===== config.mk =====
export PLATFORM = sky130hd
export DESIGN_NAME = cpu_memory
export DESIGN_NICKNAME = d
export VERILOG_FILES = /design/src/rtl/cpu_memory_pkg.sv /design/src/rtl/cpu_memory_lane.sv /design/src/rtl/cpu_memory.sv
export SDC_FILE = /design/constraint.sdc
export NUM_CORES = 1
export LEC_CHECK = 0
export BUFFER_PORTS_ARGS = -buffer_cell sky130_fd_sc_hd__buf_2
export CAP_MARGIN = 10
export CORE_MARGIN = 4
export CORE_UTILIZATION = 40
export DETAILED_ROUTE_END_ITERATION = 10
export SLEW_MARGIN = 40
export SYNTH_ARGS = -nofsm -noshare
export SYNTH_HDL_FRONTEND = slang
export SYNTH_SLANG_ARGS = --single-unit
export TNS_END_PERCENT = 50

===== constraint.sdc =====
create_clock -name i_clock -period 6.95 [get_ports i_clock]
set_input_delay 1.39 -clock i_clock [delete_from_list [all_inputs] [get_ports i_clock]]
set_output_delay 1.39 -clock i_clock [all_outputs]
set_load 0.05 [all_outputs]

===== src/rtl/cpu_memory_pkg.sv =====
// Shared types and constants for the memory stage: tag width, access-width
// encodings, FSM states and the alignment check.
package cpu_memory_pkg;

    localparam int unsigned TagSize = 4;

    localparam logic [2:0] MemWidthByte = 3'd1;
    localparam logic [2:0] MemWidthHalf = 3'd2;
    localparam logic [2:0] MemWidthWord = 3'd4;

    typedef enum logic [1:0] {
        StIdle,
        StRead,
        StRmwRead,
        StWrite
    } mem_state_e;

    // Misaligned half/word, or any width outside {1,2,4}.
    function automatic logic access_fault(input logic [2:0] width, input logic [1:0] addr);
        case (width)
            MemWidthByte: access_fault = 1'b0;
            MemWidthHalf: access_fault = addr[0];
            MemWidthWord: access_fault = |addr;
            default:      access_fault = 1'b1;
        endcase
    endfunction

endpackage


===== src/rtl/cpu_memory_lane.sv =====
// Little-endian lane logic: extracts and extends a load lane, and merges
// sub-word store data into a previously read word.
module cpu_memory_lane
    import cpu_memory_pkg::*;
(
    input  logic [1:0]  addr_i,
    input  logic [2:0]  width_i,
    input  logic        signed_i,
    input  logic [31:0] rdata_i,
    input  logic [31:0] wdata_i,
    output logic [31:0] load_o,
    output logic [31:0] store_o
);

    logic [7:0]  byte_lane;
    logic [15:0] half_lane;

    assign byte_lane = rdata_i[{addr_i, 3'b000} +: 8];
    assign half_lane = rdata_i[{addr_i[1], 4'b0000} +: 16];

    always_comb begin
        load_o = rdata_i;
        case (width_i)
            MemWidthByte: load_o = {{24{signed_i & byte_lane[7]}}, byte_lane};
            MemWidthHalf: load_o = {{16{signed_i & half_lane[15]}}, half_lane};
            default:      load_o = rdata_i;
        endcase
    end

    always_comb begin
        store_o = rdata_i;
        case (width_i)
            MemWidthByte: store_o[{addr_i, 3'b000} +: 8] = wdata_i[7:0];
            MemWidthHalf: store_o[{addr_i[1], 4'b0000} +: 16] = wdata_i[15:0];
            default:      store_o = wdata_i;
        endcase
    end

endmodule


===== src/rtl/cpu_memory.sv =====
// Memory pipeline stage: accepts tagged work from execute, performs loads,
// word stores and read-modify-write sub-word stores, and forwards results.
module cpu_memory
    import cpu_memory_pkg::*;
(
    input  logic               i_clock,
    input  logic               i_reset,
    input  logic               i_stall,
    input  logic [TagSize-1:0] i_tag,
    input  logic [4:0]         i_inst_rd,
    input  logic [31:0]        i_rd,
    input  logic [31:0]        i_pc_next,
    input  logic               i_mem_read,
    input  logic               i_mem_write,
    input  logic [2:0]         i_mem_width,
    input  logic               i_mem_signed,
    input  logic [31:0]        i_mem_address,
    output logic [TagSize-1:0] o_tag,
    output logic [4:0]         o_inst_rd,
    output logic [31:0]        o_rd,
    output logic [31:0]        o_pc_next,
    output logic               o_fault,
    output logic               o_stall,
    output logic               o_bus_request,
    output logic               o_bus_rw,
    output logic [31:0]        o_bus_address,
    output logic [31:0]        o_bus_wdata,
    input  logic               i_bus_ready,
    input  logic [31:0]        i_bus_rdata
);

    mem_state_e         state_q;
    logic [TagSize-1:0] tag_q, out_tag_q;
    logic [4:0]         inst_rd_q, out_inst_rd_q;
    logic [31:0]        rd_q, out_rd_q;
    logic [31:0]        pc_next_q, out_pc_next_q;
    logic [31:0]        addr_q, bus_wdata_q;
    logic [2:0]         width_q;
    logic               signed_q, fault_q, bus_request_q, bus_rw_q;
    logic [31:0]        load_value, store_word;
    logic               accept;

    assign accept = (state_q == StIdle) && !i_stall && (i_tag != out_tag_q);

    cpu_memory_lane u_lane (
        .addr_i   (addr_q[1:0]),
        .width_i  (width_q),
        .signed_i (signed_q),
        .rdata_i  (i_bus_rdata),
        .wdata_i  (rd_q),
        .load_o   (load_value),
        .store_o  (store_word)
    );

    always_ff @(posedge i_clock) begin
        if (i_reset) begin
            state_q       <= StIdle;
            tag_q         <= '0;
            inst_rd_q     <= '0;
            rd_q          <= '0;
            pc_next_q     <= '0;
            addr_q        <= '0;
            width_q       <= '0;
            signed_q      <= 1'b0;
            bus_wdata_q   <= '0;
            bus_request_q <= 1'b0;
            bus_rw_q      <= 1'b0;
            out_tag_q     <= '0;
            out_inst_rd_q <= '0;
            out_rd_q      <= '0;
            out_pc_next_q <= '0;
            fault_q       <= 1'b0;
        end else begin
            unique case (state_q)
                StIdle: begin
                    if (accept) begin
                        tag_q     <= i_tag;
                        inst_rd_q <= i_inst_rd;
                        rd_q      <= i_rd;
                        pc_next_q <= i_pc_next;
                        addr_q    <= i_mem_address;
                        width_q   <= i_mem_width;
                        signed_q  <= i_mem_signed;
                        if (!i_mem_read && !i_mem_write) begin
                            out_tag_q     <= i_tag;
                            out_inst_rd_q <= i_inst_rd;
                            out_pc_next_q <= i_pc_next;
                            out_rd_q      <= i_rd;
                            fault_q       <= 1'b0;
                        end else if (access_fault(i_mem_width, i_mem_address[1:0])) begin
                            out_tag_q     <= i_tag;
                            out_inst_rd_q <= i_inst_rd;
                            out_pc_next_q <= i_pc_next;
                            out_rd_q      <= '0;
                            fault_q       <= 1'b1;
                        end else if (i_mem_read) begin
                            state_q       <= StRead;
                            bus_request_q <= 1'b1;
                            bus_rw_q      <= 1'b0;
                        end else if (i_mem_width == MemWidthWord) begin
                            state_q       <= StWrite;
                            bus_request_q <= 1'b1;
                            bus_rw_q      <= 1'b1;
                            bus_wdata_q   <= i_rd;
                        end else begin
                            state_q       <= StRmwRead;
                            bus_request_q <= 1'b1;
                            bus_rw_q      <= 1'b0;
                        end
                    end
                end
                StRead: begin
                    if (i_bus_ready) begin
                        state_q       <= StIdle;
                        bus_request_q <= 1'b0;
                        out_tag_q     <= tag_q;
                        out_inst_rd_q <= inst_rd_q;
                        out_pc_next_q <= pc_next_q;
                        out_rd_q      <= load_value;
                        fault_q       <= 1'b0;
                    end
                end
                StRmwRead: begin
                    // Request drops for one cycle before the write is issued.
                    if (i_bus_ready) begin
                        state_q       <= StWrite;
                        bus_request_q <= 1'b0;
                        bus_rw_q      <= 1'b1;
                        bus_wdata_q   <= store_word;
                    end
                end
                StWrite: begin
                    if (!bus_request_q) begin
                        bus_request_q <= 1'b1;
                    end else if (i_bus_ready) begin
                        state_q       <= StIdle;
                        bus_request_q <= 1'b0;
                        bus_rw_q      <= 1'b0;
                        out_tag_q     <= tag_q;
                        out_inst_rd_q <= inst_rd_q;
                        out_pc_next_q <= pc_next_q;
                        out_rd_q      <= rd_q;
                        fault_q       <= 1'b0;
                    end
                end
                default: state_q <= StIdle;
            endcase
        end
    end

    assign o_tag         = out_tag_q;
    assign o_inst_rd     = out_inst_rd_q;
    assign o_rd          = out_rd_q;
    assign o_pc_next     = out_pc_next_q;
    assign o_fault       = fault_q;
    assign o_stall       = (i_tag != out_tag_q) && (state_q != StIdle);
    assign o_bus_request = bus_request_q;
    assign o_bus_rw      = bus_rw_q;
    assign o_bus_address = {addr_q[31:2], 2'b00};
    assign o_bus_wdata   = bus_wdata_q;

endmodule

==> results of run 1 <==
-- where the power goes --
group | switching, W | internal, W
Clock | 0.000549 | 0.000755
Combinational | 0.00286 | 0.00102
Sequential | 0.000286 | 0.00168
Total | 0.00369 | 0.00346
-- cell type report --
type / count / area (µm²) / share of cell area, %
Clock inverter: 6 / 45.0 / 0.342
Sequential cell: 219 / 4390 / 33.3
Tap cell: 341 / 427 / 3.24
Antenna cell: 6 / 15.0 / 0.114
Clock buffer: 37 / 761 / 5.78
Inverter: 20 / 75.1 / 0.571
Timing Repair Buffer: 303 / 1620 / 12.3
Multi-Input combinational cell: 954 / 5820 / 44.3
-- worst min path at each step --
| stage | cells after the start | to | slack, ns |
|---|---|---|---|
| 5_1_grt | 2 | pc_next_q[3]$_SDFFE_PP0P_ | 0.46 |
| 4_1_cts | 2 | pc_next_q[19]$_SDFFE_PP0P_ | 0.45 |
| 6_report | 2 | addr_q[31]$_SDFFE_PP0P_ | 0.45 |
| 3_3_place_gp | 2 | tag_q[2]$_SDFFE_PP0P_ | 0.44 |
| 3_5_place_dp | 2 | pc_next_q[19]$_SDFFE_PP0P_ | 0.44 |
| 2_1_floorplan | 2 | inst_rd_q[0]$_SDFFE_PP0P_ | 0.43 |
-- logic make-up (layout without fill, tap and decap cells) --
kind of cell	count (synthesis)	after routing	share of synthesized area (%)
AND/OR/NAND/NOR	410	410	15.7
XOR/XNOR	5	5	0.399
multiplexers	21	21	2.03
buffers and inverters	180	366	7.80
flip-flops	219	219	39.9
other	1	8	0.0341
AO/OA/AOI/OAI	505	505	32.8
adder cells (fa/ha/maj)	11	11	1.25
-- registers in the layout, summed over array words and instances (netlist names), 3 cells and up --
name         cells
addr_q          32
o_bus_wdata     32
o_pc_next       32
o_rd            32
pc_next_q       32
rd_q            32
inst_rd_q        5
o_inst_rd        5
o_tag            4
tag_q            4
width_q          3
-- routing by layer --
| metal | global-route usage (%) | vias up | wire [µm] |
|---|---|---|---|
| met1 | 35.8 | 5406 | 17800 |
| li1 | - | 5331 | - |
| met3 | 6.41 | 76 | 4070 |
| met4 | 7.59 | 2 | 1020 |
| met2 | 39.0 | 563 | 18200 |
| met5 | 0 | - | 12 |
-- worst reg2reg max path, cell delays in order, from the launching register on --
cell and delay, ns:
dfxtp_1 0.30, buf_4 0.39, inv_1 0.19, ha_1 0.37
nor4_2 0.67, a221oi_1 0.16, a2111oi_0 0.82, o32a_1 0.26
-- cells in the final DEF (no fill, tap or decap), types with 23 or more instances in the layout --
cell,n
a22o_1,23
o21ai_0,79
clkbuf_16,25
a211oi_1,65
nand2_1,279
nor2_1,68
a221oi_1,65
dfxtp_1,218
a311oi_1,41
buf_2,284
a21oi_1,122
-- stage by stage --
| step | worst slack (ns) | power [W] |
|---|---|---|
| after floorplan | 2.99 | 0.00483 |
| after global placement | 2.71 | 0.00576 |
| after detailed placement | 2.71 | 0.00584 |
| after CTS | 2.68 | 0.00715 |
| after global routing | 2.63 | 0.00755 |
| final | 2.70 | 0.00715 |
==> results_dict.tcl, run 1 <==
set metrics [dict create \
    cts_tree "yes" \
    numPlacedInstances 1837 \
    grt_first_pass_wirelength_um 62600 \
    drive_gt1_share_pct 24.2 \
    synthCells 1352 \
    synth_top_area_share_pct 39.9 \
    initial_utilization_pct 40.8 \
    hp-start "addr_q[31]$_SDFFE_PP0P_" \
    cts_buffer_depth 3 \
    place_area_um2 12300 \
    num_vias 11400 \
    cp-startpoint "i_tag[0]" \
    hpwl_um 27100 \
    start_kind "input port" \
    area_growth_pct 19.7 \
    drtAntennaViolNets 0 \
    synth_commonest_cells "nand2_1, dfxtp_1, a21oi_1" \
    ys_ff_latch 219 \
    drv_cap 0 \
    worst_clock_skew_ns 0.0177 \
    cts_hold_buf 0 \
    avgRoutedWirePerCell_um 21.8 \
    cts.sinks 219 \
    yosys.area.top_type "dfxtp_1" \
    crit_chain "buf_2 -> xor2_1 -> or4_1 -> and2_1 -> buf_2" \
    synth_ff_type "dfxtp_1" \
    drc 0 \
    status "complete, no violations" \
    hold_violations 0 \
    grt_use_total_pct 25.6 \
    max_clock_freq_mhz 236 \
    synth-edff-count 0 \
    grt_pass1_vias 10500 \
    finalSetupViolCount 0 \
    crit_cells 5 \
    finalWirelength_um 41100 \
    cts.clk_slew.worst_paths_ns 0.06 \
    rr_startpoint "addr_q[1]$_SDFFE_PP0P_" \
    grt_max_degree 84 \
    hold_ws_ns 0.449 \
    cp_data_arrival_time_ns 2.86 \
    path_delay_family "simple AND/OR/NAND/NOR gates" \
    cts-root-buf "clkbuf_16" \
    async_flop_share_pct 0 \
    design_area_um2 13200 \
    dr.pass1.iters 8 \
    post-cts-setup-buffers 0 \
    rr_worst_depth 7 \
    peakVddDrop_v 0.000393 \
    rows 60 \
    yosysMostFrequentCell "nand2_1" \
    crit_path_end "o_stall" \
    insertion_delay_ns 0.55 \
    critPathKind "in2out" \
    leakagePower_nw 5.34 \
    antenna_found_initial 6 \
    fillers 2701 \
    synth-seq-area-share_pct 39.9 \
    rsz0062_at_grt "no" \
    cp-end-kind "primary output" \
    power.density_nw_per_um2 544 \
    syn-cell-area_um2 11000 \
    regToRegSetupSlack_ns 3.73 \
    ios 288 \
    final_core_util_pct 48.8 \
    cts_buffers 25 \
    syn_avg_cell_area_um2 8.12 \
    die_area_um2 30200 \
    synth_cell_types 71 \
    gp_congestion 0.945 \
    slew_viol_final 0 \
    cp_max_fo 6 \
    fin_nets 1681 \
    critPathSlowestCell "or4_1" \
    drt_iter0_drc 1254 \
    slew_headroom_pct 39.8 \
    hp-class "reg2reg" \
    slowest_delay_ns 0.70 \
    die_h_um 174 \
    portBuffers 285 \
    timing.rr.end "o_bus_wdata[26]$_SDFFE_PP0P_" \
    finalCriticalPeriod_ns 4.25 \
    viasPerCell 6.03 \
    finalSetupTns_ns 0 \
    cpMostUsedCell "buf_2" \
    worstMarginPinSlew_ns 0.881 \
    ctsResizeCount 0 \
    ys_top_cells_by_area "dfxtp_1, nand2_1, a21oi_1, a221oi_1, a211oi_1" \
    finalCritPeriodShare_pct 61.1 \
    dieWidth_um 174 \
    yosys_warnings 0 \
    fin_cells 1886 \
    coreArea_um2 27000 \
    cp_num_buf_inv 2 \
    cp_data_required_time_ns 5.56 \
    htreeDepth 1 \
    overflow 0 \
]
No activity file was read; power rests on OpenSTA's default activity.
==> inputs of run 2 (changes only) <==
ABC_AREA = 1   (was not set)
clock period = 4.01 ns   (was 6.95 ns; I/O delays follow)
==> results_dict.tcl, run 2 <==
set metrics [dict create \
    timing.rr.end "o_bus_wdata[18]$_SDFFE_PP0P_" \
    rows 64 \
    ys_ff_latch 219 \
    syn_avg_cell_area_um2 6.34 \
    synth-seq-area-share_pct 35.3 \
    die_h_um 184 \
    synth_commonest_cells "nand2_1, nor2_1, dfxtp_1" \
    seqPwrFrac_pct 25.5 \
    start_kind "flop" \
    synth_top_area_share_pct 35.3 \
    post-cts-setup-buffers 0 \
    finalSetupTns_ns 0 \
    holdPathEnd "tag_q[3]$_SDFFE_PP0P_" \
    rr_startpoint "addr_q[0]$_SDFFE_PP0P_" \
    finalSetupViolCount 0 \
    die_area_um2 34000 \
    regToRegSetupSlack_ns 1.14 \
    finalWirelength_um 43500 \
    hold_violations 0 \
    viasPerCell 5.16 \
    drtAntennaViolNets 0 \
    power_frac_comb_pct 55.2 \
    slowest_delay_ns 0.63 \
    synth_cell_types 32 \
    hold_depth 2 \
    finalCritPeriodShare_pct 71.5 \
    cts.sinks 219 \
    cts_hold_buf 0 \
    cts.clk_slew.worst_paths_ns 0.06 \
    critPathSlowestCell "dfxtp_1" \
    hp-start "tag_q[3]$_SDFFE_PP0P_" \
    cp_max_fo 17 \
    drv_cap 0 \
    final_core_util_pct 47.8 \
    dr.pass1.iters 6 \
    grt_first_pass_wirelength_um 68100 \
    swShare_pct 51.4 \
    gp_congestion 0.973 \
    slew_headroom_pct 44.0 \
    switchingPower_w 0.00677 \
    critPathKind "reg2reg" \
    coreArea_um2 30700 \
    ctsResizeCount 0 \
    grt_pass1_vias 12600 \
    cp_data_arrival_time_ns 3.34 \
    rsz0062_at_grt "no" \
    ios 288 \
    leakagePower_nw 7.05 \
    yosys.area.top_type "dfxtp_1" \
    clockPowerShare_pct 19.3 \
    worst_clock_skew_ns 0.0152 \
    fin_nets 2290 \
    hp-class "reg2reg" \
    finalCriticalPeriod_ns 2.87 \
    yosys_warnings 0 \
    worstMarginPinSlew_ns 0.839 \
    drive_gt1_share_pct 19.4 \
    synthCells 1963 \
    cts_buffers 26 \
    antenna_found_initial 15 \
    power.density_nw_per_um2 899 \
    p_int_w 0.00641 \
    drc 0 \
    cts_tree "yes" \
    layout_common_cells "nand2_1, nor2_1, buf_2, dfxtp_1, o21ai_0" \
    avgRoutedWirePerCell_um 17.1 \
    status "complete, no violations" \
    insertion_delay_ns 0.54 \
    slew_viol_final 0 \
    grt_max_degree 83 \
    synth_ff_type "dfxtp_1" \
    crit_chain "inv_2 -> ha_1 -> inv_1 -> nor2_2 -> nand3_1 -> nand2_1 -> nand2_1 -> nand3_1 -> nand2_1 -> o21ai_0 -> nor2_1 -> nor2_1" \
    grt_use_total_pct 24.7 \
    layout_commonest_cell "nand2_1" \
    portBuffers 285 \
    ys_top_cells_by_area "dfxtp_1, nand2_1, nor2_1, o21ai_0, inv_1" \
    cts_buffer_depth 3 \
    syn-cell-area_um2 12400 \
    cp-end-kind "flop" \
    drt_iter0_drc 1008 \
    dieWidth_um 184 \
    yosysMostFrequentCell "nand2_1" \
    overflow 0 \
    htreeDepth 1 \
    synth-edff-count 0 \
    max_clock_freq_mhz 349 \
    cp_data_required_time_ns 4.49 \
    async_flop_share_pct 0 \
    area_growth_pct 17.8 \
    peakVddDrop_v 0.000538 \
    hpwl_um 30500 \
    initial_utilization_pct 40.5 \
    num_vias 13200 \
    cts-root-buf "clkbuf_16" \
    rr_worst_depth 12 \
    cpMostUsedCell "nand2_1" \
]
==> run 2: layout make-up <==
| type | instances | area, µm² |
|---|---|---|
| antenna | 6 | 15.0 |
| clock buffer | 35 | 744 |
| clock inverter | 12 | 178 |
| fill | 3257 | 16000 |
| inverter | 195 | 734 |
| multi-input combinational | 1384 | 6470 |
| sequential | 219 | 4390 |
| tap | 396 | 495 |
| timing repair buffer | 306 | 1630 |
==> run 2: worst max-delay path: cells and delay by family, from the launching register on <==
family,cells,cell delay [ns]
simple gates,8,0.98
compound gates,1,0.07
fa+ha+maj,1,0.63
flops,1,0.63
buf+inv,2,0.48
==> run 2: power groups by stage <==
stage	Sequential [W]	Combinational (W)	Clock, W
after floorplan	0.00449	0.00455	0
after global placement	0.00338	0.00722	0
after detailed placement	0.00339	0.00728	0
after CTS	0.00336	0.00731	0.00260
after global routing	0.00344	0.00802	0.00270
final	0.00336	0.00728	0.00254
==> run 2: stage by stage <==
| step | cells | instance area, µm² | setup slack, ns | hold WS [ns] | total power (W) |
|---|---|---|---|---|---|
| after floorplan | 1964 | 12400 | 1.40 | 0.425 | 0.00904 |
| after global placement | 2500 | 13700 | 1.27 | 0.435 | 0.0106 |
| after detailed placement | 2500 | 13700 | 1.19 | 0.444 | 0.0107 |
| after CTS | 2547 | 14600 | 1.20 | 0.453 | 0.0133 |
| after global routing | 2552 | 14700 | 0.865 | 0.474 | 0.0142 |
| final | 2553 | 14700 | 1.14 | 0.449 | 0.0132 |
==> run 2: worst max path at each step <==
| stage | start | to | cells past startpoint |
|---|---|---|---|
| CTS | addr_q[0]$_SDFFE_PP0P_ | o_bus_wdata[23]$_SDFFE_PP0P_ | 12 |
| finish | addr_q[0]$_SDFFE_PP0P_ | o_bus_wdata[18]$_SDFFE_PP0P_ | 12 |
| floorplan | i_tag[1] | o_stall | 5 |
| detailed placement | i_tag[1] | state_q[0]$_SDFFE_PP0P_ | 13 |
| global placement | addr_q[0]$_SDFFE_PP0P_ | o_bus_wdata[23]$_SDFFE_PP0P_ | 12 |
| global route | addr_q[0]$_SDFFE_PP0P_ | o_bus_wdata[17]$_SDFFE_PP0P_ | 12 |
==> run 2: logic make-up (layout without fill, tap and decap cells) <==
family,Yosys count,after routing,share of synthesized area [%]
simple gates,973,973,32.2
fa+ha+maj,11,11,1.11
mux,36,36,3.26
compound gates,362,362,15.2
flops,219,219,35.3
buf+inv,361,548,12.9
other cells,1,8,0.0302
==> run 2: routing by layer <==
| metal | wire length (µm) | track usage, % | vias up | part of all wire [%] |
|---|---|---|---|---|
| met5 | 85 | 0 | - | 0.20 |
| met4 | 2110 | 11.2 | 16 | 4.8 |
| met3 | 3510 | 6.10 | 126 | 8.1 |
| met2 | 20000 | 40.8 | 468 | 46 |
| met1 | 17800 | 30.5 | 5995 | 41 |
| li1 | - | - | 6579 | - |
